[src/rtl/mem_pkg.sv]
// Shared widths, request kinds and FSM states for the processor memory initiator.
// Latency: n/a (declarations only).
// Backpressure: n/a (declarations only).
package mem_pkg;

  localparam int ADDR_W     = 8;
  localparam int WORD_W     = 14;
  localparam int DATA_W     = 8;
  localparam int DEPTH      = 64;
  // First writable word when write protection is compiled in (WPROT_EN).
  localparam int PROT_LIMIT = 22;

  typedef enum logic [1:0] {
    KIND_FETCH = 2'b00,
    KIND_LOAD  = 2'b01,
    KIND_STORE = 2'b10,
    KIND_RSVD  = 2'b11
  } kind_e;

  typedef enum logic [1:0] {
    ST_IDLE   = 2'b00,
    ST_ACCESS = 2'b01,
    ST_RESP   = 2'b10
  } state_e;

endpackage

[src/rtl/mem_req_chk.sv]
// Legality check of a captured request: address range, reserved kind and, with WPROT_EN, store protection.
// Latency: purely combinational.
// Backpressure: none; evaluated every cycle on the registered request.
module mem_req_chk
  import mem_pkg::*;
(
  input  kind_e             kind,
  input  logic [ADDR_W-1:0] addr,
  output logic              legal,
  output logic              err
);

  logic range_err;
  logic kind_err;
  logic prot_err;

  // Full-width unsigned compare so addresses like 8'hFF are caught, not aliased.
  assign range_err = (addr >= ADDR_W'(DEPTH));
  assign kind_err  = (kind == KIND_RSVD);

`ifdef WPROT_EN
  // The low region holds the program image and must never be overwritten.
  assign prot_err  = (kind == KIND_STORE) && (addr < ADDR_W'(PROT_LIMIT));
`else
  assign prot_err  = 1'b0;
`endif

  assign err   = range_err | kind_err | prot_err;
  assign legal = ~err;

endmodule

[src/rtl/mem_req_ctrl.sv]
// Processor-side initiator for the unified instruction/data memory; fills IR (fetch) or MDR (load), optional WPROT_EN store guard.
// Latency: request accepted at edge N, response valid after edge N+1; at least 3 cycles per request.
// Backpressure: one outstanding request; req_ready low from accept until response is taken; response held until resp_ready.
module mem_req_ctrl
  import mem_pkg::*;
(
  input  logic              clk,
  input  logic              rst_n,
  input  logic              req_valid,
  output logic              req_ready,
  input  logic [1:0]        req_kind,
  input  logic [ADDR_W-1:0] req_addr,
  input  logic [DATA_W-1:0] req_wdata,
  output logic              resp_valid,
  input  logic              resp_ready,
  output logic [WORD_W-1:0] resp_data,
  output logic              resp_err,
  output logic [WORD_W-1:0] ir,
  output logic [DATA_W-1:0] mdr,
  output logic [ADDR_W-1:0] mem_adr,
  output logic              mem_we,
  output logic [DATA_W-1:0] mem_wd,
  input  logic [WORD_W-1:0] mem_rd
);

  state_e            state;
  kind_e             kind_q;
  logic [ADDR_W-1:0] addr_q;
  logic [DATA_W-1:0] wdata_q;
  logic              legal;
  logic              err;

  mem_req_chk u_chk (
    .kind  (kind_q),
    .addr  (addr_q),
    .legal (legal),
    .err   (err)
  );

  // The memory sees the captured request directly; address and data are stable for the whole ACCESS cycle.
  assign mem_adr = addr_q;
  assign mem_wd  = wdata_q;

  // Write enable is a pure decode so an asynchronous reset during ACCESS kills the write immediately.
  assign mem_we  = (state == ST_ACCESS) && (kind_q == KIND_STORE) && legal;

  // Request capture, single-cycle memory access, and response hold until the consumer takes it.
  always_ff @(posedge clk or negedge rst_n) begin
    if (!rst_n) begin
      state      <= ST_IDLE;
      req_ready  <= 1'b1;
      resp_valid <= 1'b0;
      resp_err   <= 1'b0;
      resp_data  <= '0;
      ir         <= '0;
      mdr        <= '0;
      kind_q     <= KIND_FETCH;
      addr_q     <= '0;
      wdata_q    <= '0;
    end else begin
      case (state)
        ST_IDLE: begin
          if (req_valid) begin
            kind_q    <= kind_e'(req_kind);
            addr_q    <= req_addr;
            wdata_q   <= req_wdata;
            req_ready <= 1'b0;
            state     <= ST_ACCESS;
          end
        end
        ST_ACCESS: begin
          resp_valid <= 1'b1;
          resp_err   <= err;
          resp_data  <= '0;
          if (!err) begin
            case (kind_q)
              KIND_FETCH: begin
                ir        <= mem_rd;
                resp_data <= mem_rd;
              end
              KIND_LOAD: begin
                mdr       <= mem_rd[DATA_W-1:0];
                resp_data <= {{(WORD_W-DATA_W){1'b0}}, mem_rd[DATA_W-1:0]};
              end
              default: resp_data <= '0;
            endcase
          end
          state <= ST_RESP;
        end
        ST_RESP: begin
          if (resp_ready) begin
            resp_valid <= 1'b0;
            req_ready  <= 1'b1;
            state      <= ST_IDLE;
          end
        end
        default: begin
          resp_valid <= 1'b0;
          req_ready  <= 1'b1;
          state      <= ST_IDLE;
        end
      endcase
    end
  end

endmodule

[config.mk]
export PLATFORM = sky130hd
export DESIGN_NAME = mem_req_ctrl
export DESIGN_NICKNAME = d
export VERILOG_FILES = /design/src/rtl/mem_pkg.sv /design/src/rtl/mem_req_chk.sv /design/src/rtl/mem_req_ctrl.sv
export SDC_FILE = /design/constraint.sdc
export NUM_CORES = 1
export LEC_CHECK = 0
export CAP_MARGIN = 10
export CORE_MARGIN = 3
export CORE_UTILIZATION = 38
export CTS_BUF_LIST = sky130_fd_sc_hd__clkbuf_4 sky130_fd_sc_hd__clkbuf_8
export DETAILED_ROUTE_END_ITERATION = 7
export DONT_BUFFER_PORTS = 1
export GPL_TIMING_DRIVEN = 0
export HOLD_SLACK_MARGIN = 0.05
export PLACE_DENSITY = 0.61
export SYNTH_ARGS = -nofsm -noshare
export SYNTH_HDL_FRONTEND = slang
export SYNTH_SLANG_ARGS = --single-unit
[constraint.sdc]
create_clock -name clk -period 2 [get_ports clk]
set_input_delay 0.2 -clock clk [delete_from_list [all_inputs] [get_ports clk]]
set_output_delay 0.2 -clock clk [all_outputs]
set_load 0.05 [all_outputs]
* Yosys cells after proc, flatten, opt, wreduce, memory -nomap -nowiden *
Cells that the tools add are included.

storage, ports and cells
  bits in registers = 59
  bits in latches = 0
  memory bits (writable) = 0
  memory bits (read-only) = 0
  input port bits = 36
  word-level logic and storage cells = 42
  memories kept = 0

cells by class
  add/subtract/negate cells = 0
  multipliers = 0
  div/mod/pow operators = 0
  magnitude comparators = 1
  eq/ne operators = 7
  shifts and indexed selects = 0
  multiplexer cells = 10
  bitwise logic cells = 4
  reduce and logical (&&, ||, !) cells = 10

operators by type and width
  kind                                                  count
  one-hot mux 14 bit (2 select lines)                   1
  2-to-1 mux 14 bit                                     1
  AND reduction 3 bit                                   3
  >= comparator 8 x 7 -> 1 bit (second input constant)  1
  equality test 2 bit (second input constant)           3
  one-hot mux 1 bit (3 select lines)                    2
  one-hot mux 2 bit (3 select lines)                    1
  AND reduction 2 bit                                   3
  equality test 2 x 1 -> 1 bit (second input constant)  2
  logical NOT 2 bit                                     2
  2-to-1 mux 2 bit                                      2
  inequality test 2 bit (second input constant)         2
  2-to-1 mux 1 bit                                      3
  NOT 1 bit                                             3
  logical AND 1 bit                                     2
  OR 1 bit                                              1

* Logic depth before layout (Yosys ltp) *
  word-level depth = 4
  mapped depth = 5
  mapped depth without buffers = 3

* Modules after synthesis *
Synthesis repeated with hierarchy kept, for this count alone.

second synthesis, totals
  cell total of the unflattened synthesis = 136
  area, all modules = 2277.2 µm²

modules (own cells, without submodules)
  module        times used  cells an instance  area each (µm²)  seq. area each (µm²)
  mem_req_ctrl  1           134                2260.9           1477.7
  mem_req_chk   1           2                  16.3             0.0

* Worst setup path before layout *
OpenSTA, ideal clock, no wires.

  path kind = register to output
  from = reg addr_q[6], in the netlist mem_adr[6]
  to = out mem_we
  arrival = 2.337 ns
  data required time = 1.800 ns
  slack = -0.537 ns
  cell stages (with the launch flop) = 3
  path buffers = 0
  cells stage by stage = dfrtp_1 > or4b_4 > nor3b_1

between the ends
  cells in the longest elaborated chain, start to end = 4

RTL lines
  element                       line                source
  from (decl)                   mem_req_ctrl.sv:28  logic [ADDR_W-1:0] addr_q;
  from (signal assigned)        mem_req_ctrl.sv:65  addr_q <= req_addr;
  >= comparator 8 x 7 -> 1 bit  mem_req_chk.sv:18   assign range_err = (addr >= ADDR_W'(DEPTH));
  OR 1 bit                      mem_req_chk.sv:28   assign err = range_err | kind_err | prot_err;
  NOT 1 bit (no source line)    -
  logical AND 1 bit             mem_req_ctrl.sv:45  assign mem_we = (state == ST_ACCESS) && (kind_q == KIND_STORE) && legal;
  to (decl)                     mem_req_ctrl.sv:21  output logic mem_we,

No other way between the ends.

* Final worst setup path *
Ends and elaborated chain as after synthesis.

==> flow_summary_export.csv <==
group,metric,value,unit
synthesis,ys_warn_count,0,
timing,drv_slew,0,
grt,grt.overflow.total,0,
synthesis,synth.area.mux_share,21.8,%
synthesis,yosysUniqueCellTypes,21,
timing,finalHoldViolations,0,
clocking,h-tree-depth,3,
synthesis,synthTopCellsByCount,"dfrtp_1 (58), mux2_2 (30), a22o_1 (14), mux2_4 (10), nor2_1 (4)",
synthesis,synth_adder_area_share,0,%
grt,grt_first_pass_wirelength,7470,um
finish,multi_input_area,746,um^2
grt,track_usage,15.6,%
critical_path,required,1800,ps
route,viasPerCell,5.19,
critical_path,crit_fanout,5,
timing,relSlewSlack,50.0,%
clocking,cts-root-buf,"clkbuf_8",
timing,setup_tns,-2800,ps
synthesis,syn_area,0.00224,mm^2
route,wl_per_cell,18.7,um
grt,grt_max_degree,60,
finish,areaGrowthSynthToFinish,30.7,%
grt,first_global_vias,1441,
synthesis,avgSynthCellArea,16.1,um^2
run_status,violations,"negative setup slack",
floorplanning,dieArea,0.00685,mm^2
job,maxCapViolCount,0,
critical_path,critPathCaptureType,"output port",
floorplanning,start_util,39.9,%
synthesis,async_flop_share,100,%
critical_path,reg2reg_depth,5,
place,dpl.hpwl,3260,um
finish,diodes,0,
synthesis,yosys-top-cells-area,"dfrtp_1 (65%), mux2_2 (15%), mux2_4 (6.7%)",
timing,period_needed,2190,ps
finish,regArea,0.00148,mm^2
synthesis,synth_nets,175,
floorplanning,num_rows,27,
synthesis,synth_top_family_by_area,"multiplexers",
floorplanning,ios,92,
timing,setup_viol,29,
finish,drive_gt1_share,35.6,%
critical_path,worstPathArrival,1990,ps
timing,skew,6.35,ps
synthesis,postSynthCellCount,139,
clocking,insertion_delay,330,ps
min_path,holdPathStages,3,
synthesis,synthXorXnorAreaFrac,0,%
clocking,clock-sinks,59,
critical_path,worst_setup_path_start_kind,"flop",
synthesis,yosysMostFrequentCell,"dfrtp_1",
floorplanning,core_area,0.00561,mm^2
synthesis,synth_compound_area_share,6.82,%
clocking,clockBufferDepth,2,
route,vias,1366,
route,drt_iter0_drc,47,
clocking,tritoncts,"built",
timing,rsz0062_at_grt,"true",
finish,nNetsFinal,222,
synthesis,synth-simple-area-share,3.86,%
synthesis,synth_edf_count,0,
route,drt-total-wl,4920,um
clocking,cts_buffers,9,
clocking,clkTransAtPathRegs,70,ps
critical_path,path_class,"flop to output port",
min_path,hp-class,"input port to flop",
timing,fmax,0.456,GHz
place,port_buffers,0,
place,place_congestion,0.659,
route,drc,0,
route,drtAntennaViolNets,0,
synthesis,ys_seq_area_share,66.0,%
floorplanning,die_x,82.8,um
floorplanning,die_y,82.8,um
synthesis,synth_top_flop_cell,"dfrtp_1",
timing,worst_slack,-192,ps
timing,worst_slew_pin_slew,745,ps
synthesis,synth_top_area_share,64.8,%
critical_path,r2r_setup_slack,-160,ps
route,dr.pass1.iters,4,
run_status,status,"finished with violations",
synthesis,ys_seq_elements,59,
finish,n_fill_cell,491,
synthesis,synth_largest_area_cell,"dfrtp_1",
timing,fin_crit_sh,110,%
grt,antenna_found_initial,0,
-- critical path, stage by stage, from the launching register on --
cell and delay, ps:
dfrtp_2 530, or4b_4 600, nor3b_4 540
-- cell type report --
| cell class | count | area share [%] |
|---|---|---|
| sequential | 59 | 50.6 |
| multi-input combinational | 74 | 25.5 |
| timing repair buffer | 36 | 13.0 |
| clock buffer | 13 | 5.47 |
| tap | 72 | 3.08 |
| buffer | 6 | 1.88 |
| clock inverter | 3 | 0.513 |
-- cell families (layout without fill, tap and decap cells) --
group,after synthesis,after routing
AND/OR/NAND/NOR,15,15
buffers and inverters,6,58
flip-flops,59,59
multiplexers,40,40
AO/OA/AOI/OAI,19,19
-- path summary, 6_finish.rpt --
path | start | to
setup / recovery | mem_adr[6] | mem_we
hold / removal | req_valid | req_ready
setup reg to reg | mem_adr[6] | ir[5]
hold reg to reg | state[0] | resp_valid
max in group asynchronous | rst_n | req_ready
min in group asynchronous | rst_n | mdr[7]
-- metal layers --
metal | GRT usage (%) | up-vias | wire length [um]
met2 | 24.4 | 82 | 2380
met3 | 10.7 | 6 | 645
li1 | - | 597 | -
met5 | 0 | - | 0
met1 | 16.9 | 681 | 1840
met4 | 4.90 | 0 | 58
-- cell usage in the layout (no fill, tap or decap), drive strengths merged, types with 3 or more instances in the layout --
cell | netlist | routed
a22o | 14 | 14
nand2 | 3 | 3
dfrtp | 58 | 58
mux2 | 40 | 40
nor2 | 4 | 4
buf | 4 | 6
clkbuf | 2 | 15
clkinv | 0 | 3
dlygate4sd3 | 0 | 34
-- repair_timing --
action,CTS,global route
gates cloned,0,0
setup buffers,1,0
hold endpoints to repair,116,0
hold buffers,35,0
endpoints found under the setup margin,34,39
resized for setup,6,1
-- sequential cells by signal (all words and copies together), names as in the netlist --
signal / cells
kind_q: 2
mem_adr: 8
req_ready: 1
state: 2
mdr: 8
resp_data: 14
resp_valid: 1
ir: 14
mem_wd: 8
resp_err: 1
-- stage by stage --
stage                     instance area (um^2)  worst slack, ps  utilization (%)  cells  hold slack (ps)
after floorplan                           2260            -90.9                -    139            -95.6
after global placement                    2350             -160             41.8    211            -94.1
after detailed placement                  2350             -170             41.8    211            -94.2
after CTS                                 2920             -226             52.1    263              115
after global routing                      2930             -263             52.2    263              208
final                                     2930             -192             52.2    263              180
Power is left out: the tool's default activity adds up to more than one toggle a clock period on the data nets, which glitch-free logic cannot reach.
